[config.mk]
export PLATFORM = sky130hd
export DESIGN_NAME = multicycle_sequencer_flat
export DESIGN_NICKNAME = d
export VERILOG_FILES = /design/src/rtl/ctrl_pkg.sv /design/src/rtl/multicycle_sequencer_if.sv /design/src/rtl/seq_wait_timer.sv /design/src/rtl/multicycle_sequencer.sv /design/src/flat_wrapper.sv
export SDC_FILE = /design/constraint.sdc
export NUM_CORES = 1
export LEC_CHECK = 0
export CAP_MARGIN = 20
export CORE_ASPECT_RATIO = 1.2
export CORE_MARGIN = 2
export CORE_UTILIZATION = 49
export DETAILED_ROUTE_END_ITERATION = 8
export PLACE_DENSITY = 0.78
export SETUP_SLACK_MARGIN = 0.15
export SYNTH_ARGS = -nofsm -noshare
export SYNTH_HDL_FRONTEND = slang
export SYNTH_SLANG_ARGS = --single-unit
export TNS_END_PERCENT = 20
[constraint.sdc]
create_clock -name clk -period 3.8 [get_ports clk]
set_clock_uncertainty 0.1 [all_clocks]
set_input_delay 0.95 -clock clk [delete_from_list [all_inputs] [get_ports clk]]
set_output_delay 0.95 -clock clk [all_outputs]
set_load 0.1 [all_outputs]
[src/rtl/ctrl_pkg.sv]
// Shared control encodings: FSM states, instruction classes, opcodes, PC selects.
// No logic of its own; constants and one legality helper.
// Imported by the sequencer, its interface users and the control decoder.
package ctrl_pkg;

  // Sequencer states (debug-visible, fixed encoding)
  localparam logic [2:0] ST_FETCH  = 3'd0;
  localparam logic [2:0] ST_DECODE = 3'd1;
  localparam logic [2:0] ST_EXEC   = 3'd2;
  localparam logic [2:0] ST_MEM    = 3'd3;
  localparam logic [2:0] ST_WB     = 3'd4;

  // Instruction classes as carried in the IR
  typedef enum logic [1:0] {
    IT_R = 2'b00,
    IT_I = 2'b01,
    IT_J = 2'b10,
    IT_S = 2'b11
  } itype_e;

  // PC source select
  typedef enum logic [1:0] {
    PC_INC    = 2'b00,
    PC_BRANCH = 2'b01,
    PC_JUMP   = 2'b10,
    PC_RET    = 2'b11
  } pc_src_e;

  // R-type opcodes
  localparam logic [4:0] OP_AND  = 5'd0;
  localparam logic [4:0] OP_ADD  = 5'd1;
  localparam logic [4:0] OP_SUB  = 5'd2;
  localparam logic [4:0] OP_CMP  = 5'd3;
  // I-type opcodes
  localparam logic [4:0] OP_ANDI = 5'd0;
  localparam logic [4:0] OP_ADDI = 5'd1;
  localparam logic [4:0] OP_LW   = 5'd2;
  localparam logic [4:0] OP_SW   = 5'd3;
  localparam logic [4:0] OP_BEQ  = 5'd4;
  // S-type (shift) opcodes
  localparam logic [4:0] OP_SLL  = 5'd0;
  localparam logic [4:0] OP_SRL  = 5'd1;
  localparam logic [4:0] OP_SRA  = 5'd2;
  localparam logic [4:0] OP_ROT  = 5'd3;
  // J-type opcodes
  localparam logic [4:0] OP_JMP  = 5'd0;
  localparam logic [4:0] OP_CALL = 5'd1;
  localparam logic [4:0] OP_RET  = 5'd2;

  // Each class uses a dense opcode range starting at zero
  function automatic logic is_legal(input logic [1:0] itype, input logic [4:0] op);
    logic ok;
    case (itype)
      IT_R:    ok = (op <= OP_CMP);
      IT_I:    ok = (op <= OP_BEQ);
      IT_J:    ok = (op <= OP_RET);
      default: ok = (op <= OP_ROT);
    endcase
    return ok;
  endfunction

endpackage

[src/rtl/multicycle_sequencer_if.sv]
// Bundle of decoded-instruction inputs, memory handshakes and control strobes.
// Pure wiring; no latency.
// Memory readiness flows in on imem_ready/dmem_ready; requests are held until then.
interface multicycle_sequencer_if #(
  parameter int CNT_W = 16
);
  logic [1:0]       instr_type;
  logic [4:0]       opcode;
  logic             zero;
  logic             imem_ready;
  logic             dmem_ready;
  logic             imem_req;
  logic             dmem_req;
  logic             dmem_we;
  logic             ir_wr;
  logic             pc_wr;
  logic [1:0]       pc_src;
  logic             ra_wr;
  logic             rf_wr;
  logic [2:0]       state;
  logic             retire;
  logic [CNT_W-1:0] instr_cnt;
  logic             illegal_instr;
  logic             bus_error;

  // Sequencer side
  modport master (
    input  instr_type, opcode, zero, imem_ready, dmem_ready,
    output imem_req, dmem_req, dmem_we, ir_wr, pc_wr, pc_src, ra_wr, rf_wr,
           state, retire, instr_cnt, illegal_instr, bus_error
  );

  // Datapath / memory side
  modport slave (
    output instr_type, opcode, zero, imem_ready, dmem_ready,
    input  imem_req, dmem_req, dmem_we, ir_wr, pc_wr, pc_src, ra_wr, rf_wr,
           state, retire, instr_cnt, illegal_instr, bus_error
  );
endinterface

[src/rtl/seq_wait_timer.sv]
// Wait-cycle counter shared by the FETCH and MEM request phases.
// o_expire is combinational from the count; count updates one cycle after i_en.
// Saturates at TIMEOUT so a stalled request cannot wrap back to "not expired".
module seq_wait_timer #(
  parameter int TIMEOUT = 255
) (
  input  logic clk,
  input  logic rst_n,
  input  logic i_clr,
  input  logic i_en,
  output logic o_expire
);
  localparam int              W        = (TIMEOUT < 1) ? 1 : $clog2(TIMEOUT + 1);
  localparam logic [W-1:0]    LP_LIMIT = W'(TIMEOUT);

  logic [W-1:0] r_cnt;

  // Count wait cycles; clear has priority, hold at the limit
  always_ff @(posedge clk) begin
    if (!rst_n) begin
      r_cnt <= '0;
    end else if (i_clr) begin
      r_cnt <= '0;
    end else if (i_en && (r_cnt != LP_LIMIT)) begin
      r_cnt <= r_cnt + 1'b1;
    end
  end

  assign o_expire = (r_cnt == LP_LIMIT);

endmodule

[src/rtl/multicycle_sequencer.sv]
// Multi-cycle FETCH/DECODE/EXEC/MEM/WB control sequencer with retire counter and bus timeout.
// Strobes are combinational from state and inputs; state advances on the next clk edge.
// Holds imem_req/dmem_req until ready; gives up after TIMEOUT wait cycles and flags bus_error.
module multicycle_sequencer
  import ctrl_pkg::*;
#(
  parameter int CNT_W   = 16,
  parameter int TIMEOUT = 255
) (
  input logic                    clk,
  input logic                    rst_n,
  multicycle_sequencer_if.master bus
);

  logic [2:0]       r_state;
  logic             r_run;
  logic [CNT_W-1:0] r_instr_cnt;
  logic             r_bus_err;

  logic [2:0] w_state_nxt;
  logic       w_act;
  logic       w_expire;
  logic       w_wait;
  logic       w_timeout;
  logic       w_clr;
  logic       w_imem_req;
  logic       w_dmem_req;
  logic       w_dmem_we;
  logic       w_ir_wr;
  logic       w_pc_wr;
  logic [1:0] w_pc_src;
  logic       w_ra_wr;
  logic       w_rf_wr;
  logic       w_retire;
  logic       w_illegal;

  logic w_is_r, w_is_i, w_is_j, w_legal;
  logic w_is_beq, w_is_cmp, w_is_lw, w_is_sw;

  assign w_is_r   = (bus.instr_type == IT_R);
  assign w_is_i   = (bus.instr_type == IT_I);
  assign w_is_j   = (bus.instr_type == IT_J);
  assign w_legal  = is_legal(bus.instr_type, bus.opcode);
  assign w_is_beq = w_is_i && (bus.opcode == OP_BEQ);
  assign w_is_cmp = w_is_r && (bus.opcode == OP_CMP);
  assign w_is_lw  = w_is_i && (bus.opcode == OP_LW);
  assign w_is_sw  = w_is_i && (bus.opcode == OP_SW);

  // The first cycle after reset release is quiet so the first fetch starts
  // only after rst_n has actually been sampled high; rst_n low masks at once.
  assign w_act = rst_n & r_run;

  // Next-state and per-cycle strobe decode
  always_comb begin
    w_state_nxt = r_state;
    w_wait      = 1'b0;
    w_timeout   = 1'b0;
    w_imem_req  = 1'b0;
    w_dmem_req  = 1'b0;
    w_dmem_we   = 1'b0;
    w_ir_wr     = 1'b0;
    w_pc_wr     = 1'b0;
    w_pc_src    = PC_INC;
    w_ra_wr     = 1'b0;
    w_rf_wr     = 1'b0;
    w_retire    = 1'b0;
    w_illegal   = 1'b0;
    case (r_state)
      ST_FETCH: begin
        // IR contents are stale here and deliberately not looked at
        w_imem_req = 1'b1;
        if (bus.imem_ready) begin
          w_ir_wr     = 1'b1;
          w_pc_wr     = 1'b1;
          w_state_nxt = ST_DECODE;
        end else if (w_expire) begin
          w_timeout = 1'b1;
        end else begin
          w_wait = 1'b1;
        end
      end
      ST_DECODE: begin
        if (!w_legal) begin
          // Undefined encodings retire as a NOP
          w_illegal   = 1'b1;
          w_retire    = 1'b1;
          w_state_nxt = ST_FETCH;
        end else if (w_is_j) begin
          w_pc_wr     = 1'b1;
          w_retire    = 1'b1;
          w_state_nxt = ST_FETCH;
          case (bus.opcode)
            OP_JMP:  w_pc_src = PC_JUMP;
            OP_CALL: begin
              w_pc_src = PC_JUMP;
              w_ra_wr  = 1'b1;
            end
            default: w_pc_src = PC_RET;
          endcase
        end else begin
          w_state_nxt = ST_EXEC;
        end
      end
      ST_EXEC: begin
        if (w_is_beq) begin
          w_pc_wr     = bus.zero;
          w_pc_src    = bus.zero ? PC_BRANCH : PC_INC;
          w_retire    = 1'b1;
          w_state_nxt = ST_FETCH;
        end else if (w_is_cmp) begin
          w_retire    = 1'b1;
          w_state_nxt = ST_FETCH;
        end else if (w_is_lw || w_is_sw) begin
          w_state_nxt = ST_MEM;
        end else begin
          w_state_nxt = ST_WB;
        end
      end
      ST_MEM: begin
        w_dmem_req = 1'b1;
        w_dmem_we  = w_is_sw;
        if (bus.dmem_ready) begin
          // Ready on the expiry cycle still completes normally
          if (w_is_sw) begin
            w_retire    = 1'b1;
            w_state_nxt = ST_FETCH;
          end else begin
            w_state_nxt = ST_WB;
          end
        end else if (w_expire) begin
          w_timeout   = 1'b1;
          w_state_nxt = ST_FETCH;
        end else begin
          w_wait = 1'b1;
        end
      end
      ST_WB: begin
        w_rf_wr     = 1'b1;
        w_retire    = 1'b1;
        w_state_nxt = ST_FETCH;
      end
      default: w_state_nxt = ST_FETCH;
    endcase
  end

  // Any state change or a timeout restarts the wait count for the next phase
  assign w_clr = w_act & ((w_state_nxt != r_state) | w_timeout);

  seq_wait_timer #(
    .TIMEOUT (TIMEOUT)
  ) u_wait_timer (
    .clk      (clk),
    .rst_n    (rst_n),
    .i_clr    (w_clr),
    .i_en     (w_wait & w_act),
    .o_expire (w_expire)
  );

  // State register and post-reset run qualifier
  always_ff @(posedge clk) begin
    if (!rst_n) begin
      r_state <= ST_FETCH;
      r_run   <= 1'b0;
    end else begin
      r_run <= 1'b1;
      if (r_run) begin
        r_state <= w_state_nxt;
      end
    end
  end

  // Retired-instruction counter (wraps) and sticky bus error
  always_ff @(posedge clk) begin
    if (!rst_n) begin
      r_instr_cnt <= '0;
      r_bus_err   <= 1'b0;
    end else if (r_run) begin
      if (w_retire) begin
        r_instr_cnt <= r_instr_cnt + 1'b1;
      end
      if (w_timeout) begin
        r_bus_err <= 1'b1;
      end
    end
  end

  assign bus.imem_req      = w_imem_req & w_act;
  assign bus.dmem_req      = w_dmem_req & w_act;
  assign bus.dmem_we       = w_dmem_we  & w_act;
  assign bus.ir_wr         = w_ir_wr    & w_act;
  assign bus.pc_wr         = w_pc_wr    & w_act;
  assign bus.pc_src        = w_act ? w_pc_src : PC_INC;
  assign bus.ra_wr         = w_ra_wr    & w_act;
  assign bus.rf_wr         = w_rf_wr    & w_act;
  assign bus.retire        = w_retire   & w_act;
  assign bus.illegal_instr = w_illegal  & w_act;
  assign bus.state         = r_state;
  assign bus.instr_cnt     = r_instr_cnt;
  assign bus.bus_error     = r_bus_err;

endmodule

[src/flat_wrapper.sv]
// flat-port wrapper written by rule: the top's interface ports become plain ports
module multicycle_sequencer_flat import ctrl_pkg::*;
#(
  parameter int CNT_W   = 16,
  parameter int TIMEOUT = 255
)
  (clk, rst_n, bus_instr_type, bus_opcode, bus_zero, bus_imem_ready, bus_dmem_ready, bus_imem_req, bus_dmem_req, bus_dmem_we, bus_ir_wr, bus_pc_wr, bus_pc_src, bus_ra_wr, bus_rf_wr, bus_state, bus_retire, bus_instr_cnt, bus_illegal_instr, bus_bus_error);
  multicycle_sequencer_if #(.CNT_W(CNT_W)) bus_i ();
  input logic clk;
  input logic rst_n;
  input wire logic [$bits(bus_i.instr_type)-1:0] bus_instr_type;
  input wire logic [$bits(bus_i.opcode)-1:0] bus_opcode;
  input wire logic [$bits(bus_i.zero)-1:0] bus_zero;
  input wire logic [$bits(bus_i.imem_ready)-1:0] bus_imem_ready;
  input wire logic [$bits(bus_i.dmem_ready)-1:0] bus_dmem_ready;
  output wire logic [$bits(bus_i.imem_req)-1:0] bus_imem_req;
  output wire logic [$bits(bus_i.dmem_req)-1:0] bus_dmem_req;
  output wire logic [$bits(bus_i.dmem_we)-1:0] bus_dmem_we;
  output wire logic [$bits(bus_i.ir_wr)-1:0] bus_ir_wr;
  output wire logic [$bits(bus_i.pc_wr)-1:0] bus_pc_wr;
  output wire logic [$bits(bus_i.pc_src)-1:0] bus_pc_src;
  output wire logic [$bits(bus_i.ra_wr)-1:0] bus_ra_wr;
  output wire logic [$bits(bus_i.rf_wr)-1:0] bus_rf_wr;
  output wire logic [$bits(bus_i.state)-1:0] bus_state;
  output wire logic [$bits(bus_i.retire)-1:0] bus_retire;
  output wire logic [$bits(bus_i.instr_cnt)-1:0] bus_instr_cnt;
  output wire logic [$bits(bus_i.illegal_instr)-1:0] bus_illegal_instr;
  output wire logic [$bits(bus_i.bus_error)-1:0] bus_bus_error;
  assign bus_i.instr_type = bus_instr_type;
  assign bus_i.opcode = bus_opcode;
  assign bus_i.zero = bus_zero;
  assign bus_i.imem_ready = bus_imem_ready;
  assign bus_i.dmem_ready = bus_dmem_ready;
  assign bus_imem_req = bus_i.imem_req;
  assign bus_dmem_req = bus_i.dmem_req;
  assign bus_dmem_we = bus_i.dmem_we;
  assign bus_ir_wr = bus_i.ir_wr;
  assign bus_pc_wr = bus_i.pc_wr;
  assign bus_pc_src = bus_i.pc_src;
  assign bus_ra_wr = bus_i.ra_wr;
  assign bus_rf_wr = bus_i.rf_wr;
  assign bus_state = bus_i.state;
  assign bus_retire = bus_i.retire;
  assign bus_instr_cnt = bus_i.instr_cnt;
  assign bus_illegal_instr = bus_i.illegal_instr;
  assign bus_bus_error = bus_i.bus_error;
  multicycle_sequencer #(.CNT_W(CNT_W), .TIMEOUT(TIMEOUT)) u_core (.clk(clk), .rst_n(rst_n), .bus(bus_i));
endmodule
==> flow_results.xml <==
<?xml version="1.0" encoding="UTF-8"?>
<metrics>
  <group name="power_and_ir_drop">
    <metric name="cellPowerDensity" unit="mW/mm^2">266</metric>
    <metric name="power.leakage" unit="nW">1.01</metric>
    <metric name="p_total" unit="uW">716</metric>
    <metric name="worst_ir_drop_vdd" unit="uV">257</metric>
  </group>
  <group name="drt">
    <metric name="drt_iter0_markers" unit="">66</metric>
    <metric name="antenna_left" unit="">0</metric>
    <metric name="route.top_layer_used" unit="">met4</metric>
    <metric name="routed-wl-met2" unit="um">2340</metric>
    <metric name="vias_cell" unit="">5.75</metric>
    <metric name="m1WireLength" unit="um">1900</metric>
    <metric name="wl_met3" unit="um">232</metric>
    <metric name="per_cell_routed_wire_length" unit="um">14.6</metric>
    <metric name="postRouteWirelength" unit="um">4600</metric>
    <metric name="drt-pass1-iter-count" unit="">4</metric>
    <metric name="num_vias" unit="">1804</metric>
    <metric name="route.detailed.drc" unit="">0</metric>
  </group>
  <group name="clock_tree">
    <metric name="cts_max_level" unit="">2</metric>
    <metric name="cts_inserted_buffers" unit="">5</metric>
    <metric name="cts.root.buffer_cell" unit="">sky130_fd_sc_hd__clkbuf_8</metric>
    <metric name="worstSkewPairLatency" unit="ps">290</metric>
    <metric name="cts_buffer_depth" unit="">2</metric>
    <metric name="cts.hold.buffers_added" unit="">0</metric>
    <metric name="cts_tree" unit="">done</metric>
    <metric name="cts_sinks" unit="">29</metric>
    <metric name="clk_pin_slew" unit="ps">70</metric>
  </group>
  <group name="finish">
    <metric name="finalCoreUtilization" unit="%">79.9</metric>
    <metric name="multi_input_area" unit="mm^2">0.00125</metric>
    <metric name="antenna_cells" unit="">0</metric>
    <metric name="n_fill_cell" unit="">224</metric>
    <metric name="syn2layout_area_growth" unit="%">55.7</metric>
    <metric name="layout-drive-gt1-share" unit="%">28.9</metric>
    <metric name="seqCellArea" unit="um^2">583</metric>
    <metric name="nNetsFinal" unit="">293</metric>
    <metric name="final_cell_count_no_fill" unit="">314</metric>
    <metric name="postLayoutCellArea" unit="mm^2">0.00269</metric>
  </group>
  <group name="timing">
    <metric name="final_hold_viol_count" unit="">0</metric>
    <metric name="final.min_clock_period" unit="ps">3670</metric>
    <metric name="min_period_over_period" unit="%">96.7</metric>
    <metric name="maxSlewHeadroom" unit="%">35.7</metric>
    <metric name="maximum_clock_frequency" unit="MHz">272</metric>
    <metric name="setup_viol" unit="">0</metric>
    <metric name="timing.final.max_slew_violations" unit="">0</metric>
    <metric name="final.hold.worst_slack" unit="ps">397</metric>
    <metric name="worst_slew_pin_slew" unit="ps">962</metric>
    <metric name="grt_setup_unrepaired" unit="">yes</metric>
    <metric name="finalWorstSetupSlack" unit="ps">127</metric>
    <metric name="final.setup.tns" unit="ps">0</metric>
  </group>
  <group name="placement">
    <metric name="hpwlAfterDp" unit="um">3270</metric>
    <metric name="place.detailed.instances" unit="">299</metric>
    <metric name="dpl_cell_area" unit="mm^2">0.00254</metric>
    <metric name="port-buffer-count" unit="">42</metric>
    <metric name="preCtsSetupSlack" unit="ps">-216</metric>
    <metric name="gp_congestion" unit="">0.839</metric>
  </group>
  <group name="worst_setup_path">
    <metric name="critical_path_arrival" unit="ps">2620</metric>
    <metric name="critical_path_source_type" unit="">input port</metric>
    <metric name="worst-r2r-setup-slack" unit="ps">1520</metric>
    <metric name="critPathRequiredTime" unit="ps">2750</metric>
    <metric name="cp-end-kind" unit="">output port</metric>
    <metric name="path_class" unit="">input port to output port</metric>
    <metric name="critical_path_peak_fanout" unit="">3</metric>
  </group>
  <group name="die">
    <metric name="floorplan.initialDensity" unit="%">51.3</metric>
    <metric name="rows" unit="">23</metric>
    <metric name="boundaryPins" unit="">43</metric>
    <metric name="die_w" unit="um">58.2</metric>
    <metric name="die_boundary_height" unit="um">69.0</metric>
    <metric name="core_area" unit="mm^2">0.00337</metric>
    <metric name="fp.dieArea" unit="mm^2">0.00402</metric>
  </group>
  <group name="synth">
    <metric name="synthesized_nets" unit="">230</metric>
    <metric name="syn_avg_cell_area" unit="um^2">8.11</metric>
    <metric name="synth.yosys.warnings" unit="">0</metric>
    <metric name="yosys_register_bits" unit="">29</metric>
    <metric name="synth-seq-area-share" unit="%">33.6</metric>
    <metric name="post_synth_inst_count" unit="">213</metric>
    <metric name="synth.cell_area" unit="mm^2">0.00173</metric>
    <metric name="synth_cell_type_count" unit="">50</metric>
  </group>
  <group name="flow_run">
    <metric name="cap_viol_max_count" unit="">0</metric>
  </group>
  <group name="hold_path">
    <metric name="hp-class" unit="">flip-flop to flip-flop</metric>
  </group>
  <group name="grt">
    <metric name="grt_pass1_wl" unit="um">7680</metric>
    <metric name="groute.usage.overall" unit="%">24.0</metric>
    <metric name="via_count_of_the_first_global_routing_pass" unit="">1722</metric>
    <metric name="gr-total-overflow" unit="">0</metric>
    <metric name="antenna_found_initial" unit="">0</metric>
    <metric name="grt_max_degree" unit="">19</metric>
  </group>
  <group name="run_status">
    <metric name="run_status" unit="">completed</metric>
  </group>
</metrics>
-- metal layers --
layer / global-route usage, % / up-vias
li1: - / 902
met1: 27.7 / 837
met5: 0 / -
met3: 6.57 / 14
met2: 40.9 / 51
met4: 9.82 / 0
-- cells in the final DEF (no fill, tap or decap), types with 3 or more instances in the layout --
cell	Yosys	final
sky130_fd_sc_hd__buf_12	0	11
sky130_fd_sc_hd__and3_1	6	4
sky130_fd_sc_hd__clkdlybuf4s50_1	0	16
sky130_fd_sc_hd__dfxtp_1	29	27
sky130_fd_sc_hd__a21oi_1	10	9
sky130_fd_sc_hd__nor2_1	24	21
sky130_fd_sc_hd__dlygate4sd2_1	0	4
sky130_fd_sc_hd__nand3_1	8	7
sky130_fd_sc_hd__mux2i_1	3	3
sky130_fd_sc_hd__nand2_1	24	24
sky130_fd_sc_hd__nor2_4	1	3
sky130_fd_sc_hd__a211oi_1	5	5
sky130_fd_sc_hd__inv_1	7	6
sky130_fd_sc_hd__xor2_1	4	4
sky130_fd_sc_hd__ha_1	5	3
sky130_fd_sc_hd__o21ai_0	7	7
sky130_fd_sc_hd__nand4_1	7	7
sky130_fd_sc_hd__nor3_1	6	4
sky130_fd_sc_hd__xnor2_1	8	8
sky130_fd_sc_hd__nand2b_1	6	6
sky130_fd_sc_hd__buf_4	0	30
sky130_fd_sc_hd__clkbuf_8	0	5
sky130_fd_sc_hd__or3_1	6	6
-- power breakdown --
group / total, mW / internal, mW / switching (mW)
sequential: 0.317 / 0.308 / 0.00865
combinational: 0.150 / 0.0561 / 0.0935
clock: 0.250 / 0.126 / 0.124
total: 0.716 / 0.490 / 0.226
-- registers in the layout, indices dropped and copies added, names as in the netlist --
name                       count
u_core.u_wait_timer.r_cnt      8
u_core.bus.instr_cnt          16
u_core.bus.state               3
u_core.r_run                   1
u_core.bus.bus_error           1
-- Yosys cell counts (all sizes together) --
master | n | share of area (%)
a211oi | 5 | 2.2
a21boi | 1 | 0.43
a21oi | 10 | 2.9
a22oi | 1 | 0.72
a311oi | 1 | 0.51
a31oi | 2 | 1.6
and2 | 4 | 1.6
and2b | 1 | 0.43
and3 | 6 | 2.2
and4 | 2 | 1.0
buf | 5 | 1.7
clkbuf | 4 | 0.87
dfxtp | 29 | 34
ha | 5 | 3.6
inv | 7 | 1.5
mux2i | 3 | 1.7
nand2 | 24 | 5.2
nand2b | 6 | 2.2
nand3 | 8 | 2.3
nand3b | 1 | 0.43
nand4 | 7 | 2.5
nor2 | 25 | 5.9
nor2b | 1 | 0.36
nor3 | 6 | 1.7
nor3b | 2 | 0.87
nor4 | 2 | 0.72
nor4b | 1 | 0.51
nor4bb | 2 | 1.2
o2111ai | 1 | 0.51
o211ai | 1 | 0.43
o21a | 1 | 0.43
o21ai | 7 | 2.0
o221a | 2 | 1.3
o2bb2ai | 2 | 1.4
o311ai | 3 | 1.5
o31ai | 1 | 0.43
o41ai | 2 | 1.0
or3 | 7 | 2.8
or4 | 2 | 0.87
or4b | 1 | 0.58
xnor2 | 8 | 4.1
xor2 | 4 | 2.0
-- cell families after synthesis --
logic type,Yosys count,synth area share [%]
AOI/OAI and AO/OA,40,17.4
xor gates and xnor gates,12,6.09
adders and majority gates,5,3.62
buffers and inverters,16,4.13
DFF,29,33.6
muxes,3,1.74
and+or+nand+nor,108,33.4
-- final cells by class --
type                       count  area share, %
clock buffer                   5           2.56
tap                           37           1.72
sequential                    29           21.7
timing repair buffer          65           25.5
clock inverter                 3          0.651
multi-input combinational    168           46.3
inverter                       7           1.58
-- critical path, cell delays in order --
cell and delay (ps):
sky130_fd_sc_hd__buf_6 90, sky130_fd_sc_hd__buf_8 130, sky130_fd_sc_hd__inv_16 50, sky130_fd_sc_hd__ha_4 120
sky130_fd_sc_hd__nor4bb_4 230, sky130_fd_sc_hd__and2_4 220, sky130_fd_sc_hd__o2bb2ai_4 130, sky130_fd_sc_hd__nand3_4 120
sky130_fd_sc_hd__o21a_1 240, sky130_fd_sc_hd__nor3_4 150, sky130_fd_sc_hd__buf_12 200
-- worst paths after layout --
kind	end	from	depth (start not counted)
worst max-delay path	bus_pc_src[0]	bus_instr_type[1]	11
worst min register to register	u_core.bus.instr_cnt[15]	u_core.bus.instr_cnt[15]	2
worst max register to register	u_core.bus.instr_cnt[15]	u_core.bus.state[2]	8
worst min-delay path	u_core.bus.instr_cnt[15]	u_core.bus.instr_cnt[15]	2
-- timing repair --
| item | 4_1_cts | 5_1_grt |
|---|---|---|
| pin swaps | 8 | 7 |
| endpoints found under the setup margin | 6 | 6 |
| resized for setup | 14 | 3 |
| setup buffers | 6 | 1 |
Note: power is estimated with default switching activity, not from simulation.
